$ cat config.mk
export PLATFORM = sky130hd
export DESIGN_NAME = infer_sequencer
export DESIGN_NICKNAME = d
export VERILOG_FILES = /design/src/rtl/infer_sequencer_pkg.sv /design/src/rtl/infer_sequencer.sv
export SDC_FILE = /design/constraint.sdc
export NUM_CORES = 1
export LEC_CHECK = 0
export ABC_AREA = 1
export BUFFER_PORTS_ARGS = -buffer_cell sky130_fd_sc_hd__buf_2
export CORE_MARGIN = 2
export CORE_UTILIZATION = 40
export DETAILED_ROUTE_END_ITERATION = 8
export PLACE_DENSITY_LB_ADDON = 0.12
export SYNTH_ARGS = -nofsm -noshare
export SYNTH_HDL_FRONTEND = slang
export SYNTH_SLANG_ARGS = --single-unit
$ cat constraint.sdc
create_clock -name clk -period 1.89 [get_ports clk]
set_input_delay 0.378 -clock clk [delete_from_list [all_inputs] [get_ports clk]]
set_output_delay 0.378 -clock clk [all_outputs]
set_load 0.03 [all_outputs]
$ cat src/rtl/infer_sequencer_pkg.sv
// -----------------------------------------------------------------------------
// infer_sequencer_pkg
// Shared constants for the inference sequencer and the network wrapper it
// drives: command opcodes, wrapper status codes, the bit layout of the info
// command's data field, and the sequencer state encoding.
// -----------------------------------------------------------------------------
package infer_sequencer_pkg;

  // Command opcodes (wrapper opcode_i)
  localparam logic [1:0] OP_IDLE  = 2'd0;
  localparam logic [1:0] OP_WRITE = 2'd1;
  localparam logic [1:0] OP_INFO  = 2'd2;

  // Wrapper status codes (wrapper status_o)
  localparam logic [1:0] ST_IDLE  = 2'd0;
  localparam logic [1:0] ST_BUSY  = 2'd1;
  localparam logic [1:0] ST_DONE  = 2'd2;

  // Info command data layout: length in [7:0], settle count in [17:10]
  localparam int INFO_LEN_LSB = 0;
  localparam int INFO_LEN_W   = 8;
  localparam int INFO_SET_LSB = 10;
  localparam int INFO_SET_W   = 8;

  typedef enum logic [2:0] {
    S_IDLE,
    S_LOAD,
    S_INFO,
    S_WAIT,
    S_OUT
  } state_e;

endpackage : infer_sequencer_pkg

$ cat src/rtl/infer_sequencer.sv
// -----------------------------------------------------------------------------
// infer_sequencer
// Upstream command sequencer for the network wrapper. Streams one frame of
// spike words into the wrapper as write commands, issues a single info
// command (frame length + settle count), waits for the wrapper to leave busy
// (bounded by a watchdog) and presents the captured result downstream.
//
// Ports
//   clk, rstn                 clock, synchronous active-low reset
//   cfg_settle                extra settle cycles, sampled in INFO
//   s_valid/s_ready/s_data/s_last   frame word input stream
//   cmd_opcode_o, cmd_data_o  registered command port to the wrapper
//   status_i, result_i        wrapper status and result
//   m_valid/m_ready           result output handshake
//   m_result, m_settled, m_overflow, m_timeout   result and flags
//   busy_o                    sequencer not idle
// -----------------------------------------------------------------------------
module infer_sequencer
  import infer_sequencer_pkg::*;
#(
  parameter int DATA_W   = 19,
  parameter int DEPTH    = 128,
  parameter int RESULT_W = 7,
  parameter int TIMEOUT  = 1023
) (
  input  logic                clk,
  input  logic                rstn,
  input  logic [7:0]          cfg_settle,
  input  logic                s_valid,
  output logic                s_ready,
  input  logic [DATA_W-1:0]   s_data,
  input  logic                s_last,
  output logic [1:0]          cmd_opcode_o,
  output logic [DATA_W-1:0]   cmd_data_o,
  input  logic [1:0]          status_i,
  input  logic [RESULT_W-1:0] result_i,
  output logic                m_valid,
  input  logic                m_ready,
  output logic [RESULT_W-1:0] m_result,
  output logic                m_settled,
  output logic                m_overflow,
  output logic                m_timeout,
  output logic                busy_o
);

  localparam int              WD_W      = $clog2(TIMEOUT + 1);
  localparam logic [7:0]      DEPTH_C   = 8'(DEPTH);
  localparam logic [WD_W-1:0] WD_LAST_C = WD_W'(TIMEOUT - 1);

  state_e              state_q,    state_d;
  logic [7:0]          wcount_q,   wcount_d;
  logic [WD_W-1:0]     wd_q,       wd_d;
  logic [1:0]          cmd_opcode_q, cmd_opcode_d;
  logic [DATA_W-1:0]   cmd_data_q, cmd_data_d;
  logic [RESULT_W-1:0] result_q,   result_d;
  logic                settled_q,  settled_d;
  logic                overflow_q, overflow_d;
  logic                timeout_q,  timeout_d;

  // NOTE: every signal written here gets a default first, so no path through
  // the case statement can leave one unassigned and infer a latch.
  always_comb begin
    state_d      = state_q;
    wcount_d     = wcount_q;
    wd_d         = wd_q;
    cmd_opcode_d = OP_IDLE;
    cmd_data_d   = '0;
    result_d     = result_q;
    settled_d    = settled_q;
    overflow_d   = overflow_q;
    timeout_d    = timeout_q;

    unique case (state_q)
      S_IDLE: begin
        // One-cycle bubble: the first beat is only accepted in LOAD.
        if (s_valid) state_d = S_LOAD;
      end

      S_LOAD: begin
        if (s_valid) begin
          if (wcount_q < DEPTH_C) begin
            cmd_opcode_d = OP_WRITE;
            cmd_data_d   = s_data;
            wcount_d     = wcount_q + 8'd1;
          end else begin
            overflow_d = 1'b1;
          end
          if (s_last) state_d = S_INFO;
        end
      end

      S_INFO: begin
        // A wrapper still busy from an aborted frame would drop the info
        // command, so hold here until it is no longer busy.
        if (status_i != ST_BUSY) begin
          cmd_opcode_d = OP_INFO;
          cmd_data_d[INFO_LEN_LSB +: INFO_LEN_W] = wcount_q;
          cmd_data_d[INFO_SET_LSB +: INFO_SET_W] = cfg_settle;
          wd_d    = '0;
          state_d = S_WAIT;
        end
      end

      S_WAIT: begin
        // The first WAIT cycle is the one where the info command sits on the
        // bus; the wrapper has not reacted yet, so status is ignored then.
        if (cmd_opcode_q != OP_INFO) begin
          if (status_i != ST_BUSY) begin
            result_d  = result_i;
            settled_d = (status_i == ST_DONE);
            state_d   = S_OUT;
          end else if (wd_q == WD_LAST_C) begin
            result_d  = result_i;
            settled_d = 1'b0;
            timeout_d = 1'b1;
            state_d   = S_OUT;
          end else begin
            wd_d = wd_q + 1'b1;
          end
        end
      end

      S_OUT: begin
        if (m_ready) begin
          settled_d  = 1'b0;
          overflow_d = 1'b0;
          timeout_d  = 1'b0;
          wcount_d   = '0;
          state_d    = S_IDLE;
        end
      end

      default: state_d = S_IDLE;
    endcase
  end

  // NOTE: state is updated with non-blocking assignments so every flop samples
  // pre-edge values regardless of process ordering in simulation.
  always_ff @(posedge clk) begin
    if (!rstn) begin
      state_q      <= S_IDLE;
      wcount_q     <= '0;
      wd_q         <= '0;
      cmd_opcode_q <= OP_IDLE;
      cmd_data_q   <= '0;
      result_q     <= '0;
      settled_q    <= 1'b0;
      overflow_q   <= 1'b0;
      timeout_q    <= 1'b0;
    end else begin
      state_q      <= state_d;
      wcount_q     <= wcount_d;
      wd_q         <= wd_d;
      cmd_opcode_q <= cmd_opcode_d;
      cmd_data_q   <= cmd_data_d;
      result_q     <= result_d;
      settled_q    <= settled_d;
      overflow_q   <= overflow_d;
      timeout_q    <= timeout_d;
    end
  end

  assign s_ready      = (state_q == S_LOAD);
  assign cmd_opcode_o = cmd_opcode_q;
  assign cmd_data_o   = cmd_data_q;
  assign m_valid      = (state_q == S_OUT);
  assign m_result     = result_q;
  assign m_settled    = settled_q;
  assign m_overflow   = overflow_q;
  assign m_timeout    = timeout_q;
  assign busy_o       = (state_q != S_IDLE);

endmodule : infer_sequencer

==> impl_metrics.json, run 1 <==
{
  "hold_path.class": "in2reg",
  "n_antenna_cell": 0,
  "vias": 2410,
  "syn_area_um2": 2360,
  "hold_violations": 0,
  "dp_hpwl_um": 4260,
  "slowest_stage": "dfxtp_1",
  "drt_iter0_drc": 97,
  "fillers": 645,
  "fin_tns_setup_ns": 0,
  "synth-seq-cells": 52,
  "reg2reg_from": "state_q[1]$_SDFFE_PN0P_",
  "avgSynthCellArea_um2": 6.96,
  "ant_nets": 0,
  "post_dp_cell_area_um2": 2880,
  "track_usage_pct": 18.4,
  "coreArea_um2": 5820,
  "reg2reg_depth": 9,
  "clk-insertion-delay-late_ns": 0.30,
  "finalHoldWorstSlack_ns": 0.282,
  "vdd_drop_max_mv": 0.423,
  "critPathKind": "reg2out",
  "cts_setup_buffers": 0,
  "htree_num_levels": 2,
  "grt-ovfl-total": 0,
  "rsz0062_at_grt": "false",
  "fin_nets": 468,
  "sw_frac_of_total_pct": 35.5,
  "crit_top_cell": "inv_1",
  "place.gp.congestion": 0.845,
  "cts.sinks": 52,
  "seq_power_share_pct": 45.7,
  "hold_end": "cmd_data_o[9]$_SDFF_PN0_",
  "ys_types": 26,
  "grt_pass1_wl_um": 9450,
  "critPathMaxFanout": 7,
  "clockRootBuffer": "clkbuf_8",
  "cts_tree": "done",
  "r2r-end": "wcount_q[5]$_SDFFE_PN0P_",
  "period_share_pct": 90.2,
  "cpPeakStageDelay_ns": 0.38,
  "crit_chain": "inv_1 -> nand3_2 -> inv_1 -> buf_2",
  "timing.slew.headroom_pct": 76.0,
  "critPathLaunchType": "register",
  "syn_inst": 340,
  "drive_above_1_share_pct": 24.5,
  "dr.pass1.iters": 4,
  "antenna_found_initial": 0,
  "r2r_setup_slack_ns": 0.38,
  "grt_max_degree": 20,
  "hold_start": "s_data[9]",
  "internal-power_uw": 1740,
  "hold_depth": 3,
  "initial_core_util_pct": 40.7,
  "max_clock_freq_mhz": 587,
  "via_per_inst": 4.82,
  "outcome": "finished clean",
  "slew_viol_final": 0,
  "dieHeight_um": 80.9,
  "yosysWarningCount": 0,
  "setup_viol": 0,
  "pwr-share-clk_pct": 24.3,
  "synth_nets": 384,
  "io_buffers": 74,
  "yosysSeqAreaShare_pct": 44.0,
  "drc": 0,
  "layout_commonest_cell": "buf_2",
  "syn2layout_area_growth_pct": 25.9,
  "pwr-share-comb_pct": 30.0,
  "cp.arrival_ns": 1.33,
  "powerDensity_nw_per_um2": 905,
  "grt_pass1_vias": 2099,
  "worst_pin_slew_ns": 0.358,
  "critical_path_required_ns": 1.51,
  "cts_buffers": 5,
  "power_leakage_uw": 0.00136,
  "wl_per_cell_um": 11.6,
  "clock_skew_ns": 0.00269,
  "die_area_um2": 6540,
  "drv_cap": 0,
  "final_area_um2": 2980,
  "drt-total-wl_um": 5790,
  "postLayoutCoreUtil_pct": 51.2,
  "cts_resized": 0,
  "clockBufferDepth": 2,
  "critPathCaptureType": "output pin",
  "hold_buffers": 0,
  "p_sw_uw": 958,
  "row_count": 28,
  "power.total_uw": 2700,
  "io_pins": 75,
  "period_needed_ns": 1.70,
  "final_cell_mix": "buf_2, nand2_1, nor2_1",
  "die_w_um": 80.9,
  "clkTransAtPathRegs_ns": 0.09
}
==> power groups by stage <==
stage                     registers (µW)  logic [µW]  clock network (µW)
final                               1230         810                 655
after global routing                1240         903                 725
after CTS                           1230         819                 680
after detailed placement            1260         818                   0
after global placement              1250         815                   0
after floorplan                     1350         441                   0
==> stage by stage <==
step | cells | worst slack (ns)
finish | 500 | 0.185
global route | 500 | 0.0838
CTS | 500 | 0.178
detailed placement | 492 | 0.391
global placement | 492 | 0.395
floorplan | 340 | 0.212
==> sequential cells by signal, summed over array words and instances, names as in the netlist <==
name	count
wd_q	10
m_result	7
m_timeout	1
state_q	3
m_settled	1
cmd_opcode_o	2
wcount_q	8
m_overflow	1
cmd_data_o	19
==> worst max-delay path by stage <==
stage                       startpoint                        to  slack, ns
6_report       state_q[1]$_SDFFE_PN0P_                   s_ready       0.19
5_1_grt        state_q[1]$_SDFFE_PN0P_                   s_ready       0.08
4_1_cts        state_q[1]$_SDFFE_PN0P_                   s_ready       0.18
3_5_place_dp   state_q[1]$_SDFFE_PN0P_  wcount_q[6]$_SDFFE_PN0P_       0.39
3_3_place_gp      wd_q[0]$_SDFFE_PN0P_   state_q[1]$_SDFFE_PN0P_       0.39
2_1_floorplan  state_q[2]$_SDFFE_PN0P_  wcount_q[7]$_SDFFE_PN0P_       0.21
==> synthesized netlist by cell type, drive strengths merged <==
cell type	count	area [µm²]
or2	1	6.26
xnor2	1	8.76
o21a	1	7.51
nand3	32	165
nand3b	1	7.51
o21ai	4	20.0
buf	4	22.5
clkbuf	7	27.5
nor3	5	30.0
nand2	72	270
dfxtp	52	1040
nand4	7	43.8
xor2	1	8.76
a21oi	27	135
ha	3	37.5
inv	34	128
nor2	72	285
a22oi	16	120
==> kinds of logic after synthesis <==
logic type	after synthesis	synth area share [%]
buf+inv	45	7.51
flops	52	44.0
fa+ha+maj	3	1.59
xor+xnor	2	0.741
simple gates	190	34.2
compound gates	48	12.0
==> routing by layer <==
layer | part of all wire, % | up-vias | global-route usage (%) | wire [µm]
li1 | - | 1266 | - | -
met5 | 0 | - | 0 | 0
met3 | 5.3 | 12 | 4.00 | 305
met2 | 48 | 64 | 31.3 | 2810
met1 | 44 | 1068 | 22.6 | 2540
met4 | 2.3 | 0 | 7.29 | 136
==> area by class of cell <==
cell class	count	area, µm²	share of cell area (%)
tap	75	93.8	3.15
sequential	52	1040	35.0
clock inverter	1	7.51	0.252
multi-input combinational	243	1150	38.5
clock buffer	7	86.3	2.90
inverter	34	128	4.29
timing repair buffer	88	475	16.0
==> critical path, delay by kind of cell, from the launching register on <==
kind	cells	cell delay (ns)
flip-flops	1	0.38
AND/OR/NAND/NOR	1	0.16
buffers and inverters	3	0.49
Note: power is estimated with default switching activity, not from simulation.
==> run 2, diff against run 1 <==
--- a/config.mk
+++ b/config.mk
@@ -7,7 +7,7 @@
 export LEC_CHECK = 0
 export ABC_AREA = 1
 export BUFFER_PORTS_ARGS = -buffer_cell sky130_fd_sc_hd__buf_2
-export CORE_MARGIN = 2
+export CORE_MARGIN = 3
 export CORE_UTILIZATION = 40
 export DETAILED_ROUTE_END_ITERATION = 8
 export PLACE_DENSITY_LB_ADDON = 0.12
==> run 2 against run 1 <==
  * Via count is 2.2% lower
  * First-iteration DRC count rose by 70%
  * Setup slack got worse by 0.016 ns
  * Highest routed layer unchanged
  * Die area rose by 5.0%
  * Flip-flop and latch count unchanged
==> impl_metrics.json, run 2 (synthesis gave the netlist of run 1 again) <==
{
  "outcome": "finished clean",
  "clk-insertion-delay-late_ns": 0.30,
  "htree_num_levels": 2,
  "hold_depth": 3,
  "cts_tree": "done",
  "cts_buffers": 5,
  "cpPeakStageDelay_ns": 0.38,
  "worst_pin_slew_ns": 0.413,
  "period_needed_ns": 1.72,
  "largest_reg_flops": 19,
  "drt_iter0_drc": 165,
  "setup_viol": 0,
  "io_pins": 75,
  "final_cell_mix": "buf_2, nand2_1, nor2_1",
  "drv_cap": 0,
  "grt_pass1_vias": 2086,
  "hold_path.class": "in2reg",
  "clockRootBuffer": "clkbuf_8",
  "layout_commonest_cell": "buf_2",
  "fin_tns_setup_ns": 0,
  "dr.pass1.iters": 4,
  "critPathKind": "reg2out",
  "cts_setup_buffers": 0,
  "grt_max_degree": 22,
  "fin_nets": 467,
  "ant_nets": 0,
  "place.gp.congestion": 0.834,
  "wl_per_cell_um": 11.9,
  "critPathCaptureType": "output pin",
  "crit_family": "buffers and inverters",
  "clockBufferDepth": 2,
  "cts.sinks": 52,
  "power.total_uw": 2680,
  "grt_pass1_wl_um": 9850,
  "grt-ovfl-total": 0,
  "dp.cells": 488,
  "clkTransAtPathRegs_ns": 0.09,
  "coreArea_um2": 5610,
  "clock_skew_ns": 0.00525,
  "via_per_inst": 4.75,
  "cp_num_buf_inv": 3,
  "cp.arrival_ns": 1.34,
  "critPathLaunchType": "register",
  "powerDensity_nw_per_um2": 902,
  "cp.depth": 4,
  "row_count": 27,
  "critPathMaxFanout": 7,
  "hold_violations": 0,
  "rsz0062_at_grt": "false",
  "initial_core_util_pct": 42.2,
  "track_usage_pct": 17.1,
  "critical_path_required_ns": 1.51,
  "hold_buffers": 0,
  "syn2layout_area_growth_pct": 25.6,
  "drt-total-wl_um": 5890,
  "vias": 2357,
  "reg2reg_depth": 9,
  "stdcell_count": 496,
  "dieHeight_um": 82.9,
  "die_w_um": 82.9,
  "io_buffers": 74,
  "crit_top_cell": "inv_1",
  "dp_hpwl_um": 4330,
  "r2r_setup_slack_ns": 0.21,
  "power_leakage_uw": 0.00136,
  "die_area_um2": 6870,
  "slew_viol_final": 0,
  "n_antenna_cell": 0,
  "drive_above_1_share_pct": 24.5,
  "period_share_pct": 91.0,
  "crit_chain": "inv_1 -> nand3_2 -> inv_1 -> buf_2",
  "drc": 0,
  "postLayoutCoreUtil_pct": 53.0,
  "slowest_stage": "dfxtp_1",
  "antenna_found_initial": 0,
  "max_clock_freq_mhz": 581,
  "vdd_drop_max_mv": 0.445,
  "timing.slew.headroom_pct": 72.4
}
[run 2: cell types whose count changed in the layout (fill, tap and decap cells not counted)]
cell	previous run	this run
clkbuf_1	1	0
nor2_4	1	2
clkinv_2	0	2
buf_4	14	13
nor2_2	3	2
clkinvlp_4	1	0
[run 2: power breakdown]
part / total, µW / internal [µW] / switching (µW)
Sequential: 1230 / 1170 / 58.4
Combinational: 806 / 263 / 543
Clock: 643 / 293 / 350
[run 2: worst register-to-register path: stages, from the launching register on]
cell and delay [ns]:
dfxtp_1 0.38, inv_1 0.16, nand3_2 0.17, nor2_1 0.12
nor2_1 0.05, nor2_1 0.30, inv_1 0.20, nor2_1 0.13
nor2_1 0.05, nor2_1 0.07
[run 2: path summary, 6_finish.rpt]
check                            from                  endpoint
max           state_q[1]$_SDFFE_PN0P_                   s_ready
min                         s_data[9]  cmd_data_o[9]$_SDFF_PN0_
max reg2reg   state_q[1]$_SDFFE_PN0P_  wcount_q[7]$_SDFFE_PN0P_
min reg2reg  m_result[1]$_SDFFE_PN0P_  m_result[1]$_SDFFE_PN0P_
[run 2: cell type report]
type                            instances  area (µm²)
Clock inverter                          2        10.0
Multi-Input combinational cell        243        1150
Timing Repair Buffer                   87         468
Tap cell                               72        90.1
Sequential cell                        52        1040
Fill cell                             569        2640
Inverter                               34         128
Clock buffer                            6        82.6
[run 2: metrics by stage]
step,hold slack [ns],setup slack [ns],cell area (µm²)
after floorplan,0.441,0.212,2360
after detailed placement,0.453,0.183,2870
after CTS,0.264,0.157,2970
after global routing,0.266,0.0167,2970
final,0.280,0.169,2970
after global placement,0.442,0.238,2870
[run 2: per-layer routing]
metal | GRT usage [%] | wire length (µm) | vias up
met4 | 5.05 | 34 | 0
met1 | 22.8 | 2870 | 1027
met5 | 0 | 0 | -
met2 | 27.0 | 2630 | 62
li1 | - | - | 1266
met3 | 4.56 | 348 | 2
[run 2: repair_timing]
| action | 4_1_cts | 5_1_grt |
|---|---|---|
| endpoints found under the hold margin | 0 | 0 |
| resized for setup | 0 | 1 |
| endpoints found under the setup margin | 0 | 2 |
==> run 3, diff against run 2 <==
--- a/config.mk
+++ b/config.mk
@@ -8,8 +8,9 @@
 export ABC_AREA = 1
 export BUFFER_PORTS_ARGS = -buffer_cell sky130_fd_sc_hd__buf_2
 export CORE_MARGIN = 3
-export CORE_UTILIZATION = 40
+export CORE_UTILIZATION = 50
 export DETAILED_ROUTE_END_ITERATION = 8
+export HOLD_SLACK_MARGIN = 0.15
 export PLACE_DENSITY_LB_ADDON = 0.12
 export SYNTH_ARGS = -nofsm -noshare
 export SYNTH_HDL_FRONTEND = slang
==> run 3 against run 2 <==
  * Count of clock-buffer cells in the layout grew 1
  * Critical path type unchanged
  * Critical path depth is the same
  * Via count grew 2.1%
  * Highest routed layer unchanged
==> impl_metrics.json, run 3 (synthesis gave the netlist of run 1 again) <==
{
  "vias": 2407,
  "critPathLaunchType": "register",
  "r2r_setup_slack_ns": 0.22,
  "slowest_stage": "dfxtp_1",
  "drive_above_1_share_pct": 24.2,
  "cts_buffers": 5,
  "power.total_uw": 2670,
  "htree_num_levels": 2,
  "critPathCaptureType": "output pin",
  "worst_pin_slew_ns": 0.668,
  "hold_violations": 0,
  "cpPeakStageDelay_ns": 0.41,
  "vdd_drop_max_mv": 0.696,
  "pwr-share-clk_pct": 24.2,
  "hold_start": "s_data[18]",
  "die_area_um2": 5590,
  "drt-total-wl_um": 5700,
  "io_pins": 75,
  "antenna_found_initial": 0,
  "max_clock_freq_mhz": 592,
  "layout_commonest_cell": "buf_2",
  "power_leakage_uw": 0.00135,
  "n_antenna_cell": 0,
  "outcome": "finished clean",
  "setup_viol": 0,
  "drc": 0,
  "track_usage_pct": 21.8,
  "grt_pass1_vias": 2259,
  "cts_tree": "done",
  "rsz0062_at_grt": "false",
  "fillers": 398,
  "clk-insertion-delay-late_ns": 0.29,
  "critPathMaxFanout": 5,
  "r2r-end": "wd_q[0]$_SDFFE_PN0P_",
  "hold_end": "cmd_data_o[18]$_SDFF_PN0_",
  "drv_cap": 0,
  "dp.cells": 466,
  "place_ws_ns": 0.200,
  "critical_path_required_ns": 1.51,
  "via_per_inst": 5.08,
  "hold_path.class": "in2reg",
  "internal-power_uw": 1730,
  "ant_nets": 0,
  "finalHoldWorstSlack_ns": 0.285,
  "largest_reg_flops": 19,
  "die_w_um": 74.8,
  "fin_tns_setup_ns": 0,
  "grt-ovfl-total": 0,
  "multi_input_area_um2": 1150,
  "cts.sinks": 52,
  "fin_nets": 465,
  "seq_area_um2": 1040,
  "clockRootBuffer": "clkbuf_8",
  "cts_resized": 0,
  "p_sw_uw": 940,
  "clockBufferDepth": 2,
  "powerDensity_nw_per_um2": 911,
  "place.gp.congestion": 0.918,
  "cts_setup_buffers": 0,
  "final_cell_mix": "buf_2, nand2_1, nor2_1",
  "syn2layout_area_growth_pct": 23.9,
  "io_buffers": 74,
  "reg2reg_from": "state_q[1]$_SDFFE_PN0P_",
  "sw_frac_of_total_pct": 35.2,
  "dr.pass1.iters": 5,
  "period_share_pct": 89.4,
  "dp_hpwl_um": 4300,
  "hold_depth": 3,
  "grt_max_degree": 21,
  "pwr-share-comb_pct": 29.6,
  "fin_ws_ns": 0.200,
  "cp.arrival_ns": 1.31,
  "coreArea_um2": 4470,
  "timing.slew.headroom_pct": 55.4,
  "crit_chain": "inv_2 -> nor3_2 -> buf_4 -> buf_2",
  "dieHeight_um": 74.8,
  "initial_core_util_pct": 52.9,
  "period_needed_ns": 1.69,
  "row_count": 24,
  "clock_skew_ns": 0.00359,
  "drt_iter0_drc": 98,
  "seq_power_share_pct": 46.2,
  "grt_pass1_wl_um": 9730,
  "stdcell_count": 474,
  "wl_per_cell_um": 12.0,
  "hold_buffers": 0,
  "clkTransAtPathRegs_ns": 0.09,
  "critPathKind": "reg2out",
  "slew_viol_final": 0,
  "reg2reg_depth": 8
}
## run 3: worst max-delay path by stage
stage / start / to / slack (ns)
detailed placement: state_q[1]$_SDFFE_PN0P_ / wcount_q[6]$_SDFFE_PN0P_ / 0.20
global placement: state_q[1]$_SDFFE_PN0P_ / wcount_q[6]$_SDFFE_PN0P_ / 0.22
floorplan: state_q[2]$_SDFFE_PN0P_ / wcount_q[7]$_SDFFE_PN0P_ / 0.21
CTS: state_q[1]$_SDFFE_PN0P_ / wcount_q[7]$_SDFFE_PN0P_ / 0.17
global route: state_q[0]$_SDFFE_PN0P_ / cmd_data_o[4]$_SDFF_PN0_ / 0.04
finish: state_q[2]$_SDFFE_PN0P_ / m_valid / 0.20
## run 3: cell type report
class | instances | share of cell area [%]
clock buffer | 7 | 2.95
clock inverter | 1 | 0.256
inverter | 34 | 4.36
multi-input combinational | 243 | 39.2
sequential | 52 | 35.5
tap | 52 | 2.22
timing repair buffer | 85 | 15.5
## run 3: through the flow
stage,cell area (µm²),utilization (%)
final,2930,65.5
after detailed placement,2830,63.3
after global routing,2930,65.5
after floorplan,2360,-
after CTS,2930,65.4
after global placement,2830,63.3
## run 3: power by group through the flow
stage	sequential (µW)	clock (µW)	combinational, µW
global placement	1260	0	778
detailed placement	1260	0	784
finish	1230	645	790
global route	1250	716	875
CTS	1230	668	788
floorplan	1350	0	441
## run 3: metal layers
metal  global-route usage [%]  share of wire, %  routed length (µm)
met1                     29.2                46                2640
met2                     36.0                47                2670
met3                     5.61               6.4                 366
met4                     4.15              0.47                  27
met5                        0                 0                   0
## run 3: worst max-delay path: cells and delay by family, from the launching register on
kind | cells | cell delay [ns]
buffers and inverters | 3 | 0.45
DFF | 1 | 0.41
and+or+nand+nor | 1 | 0.16
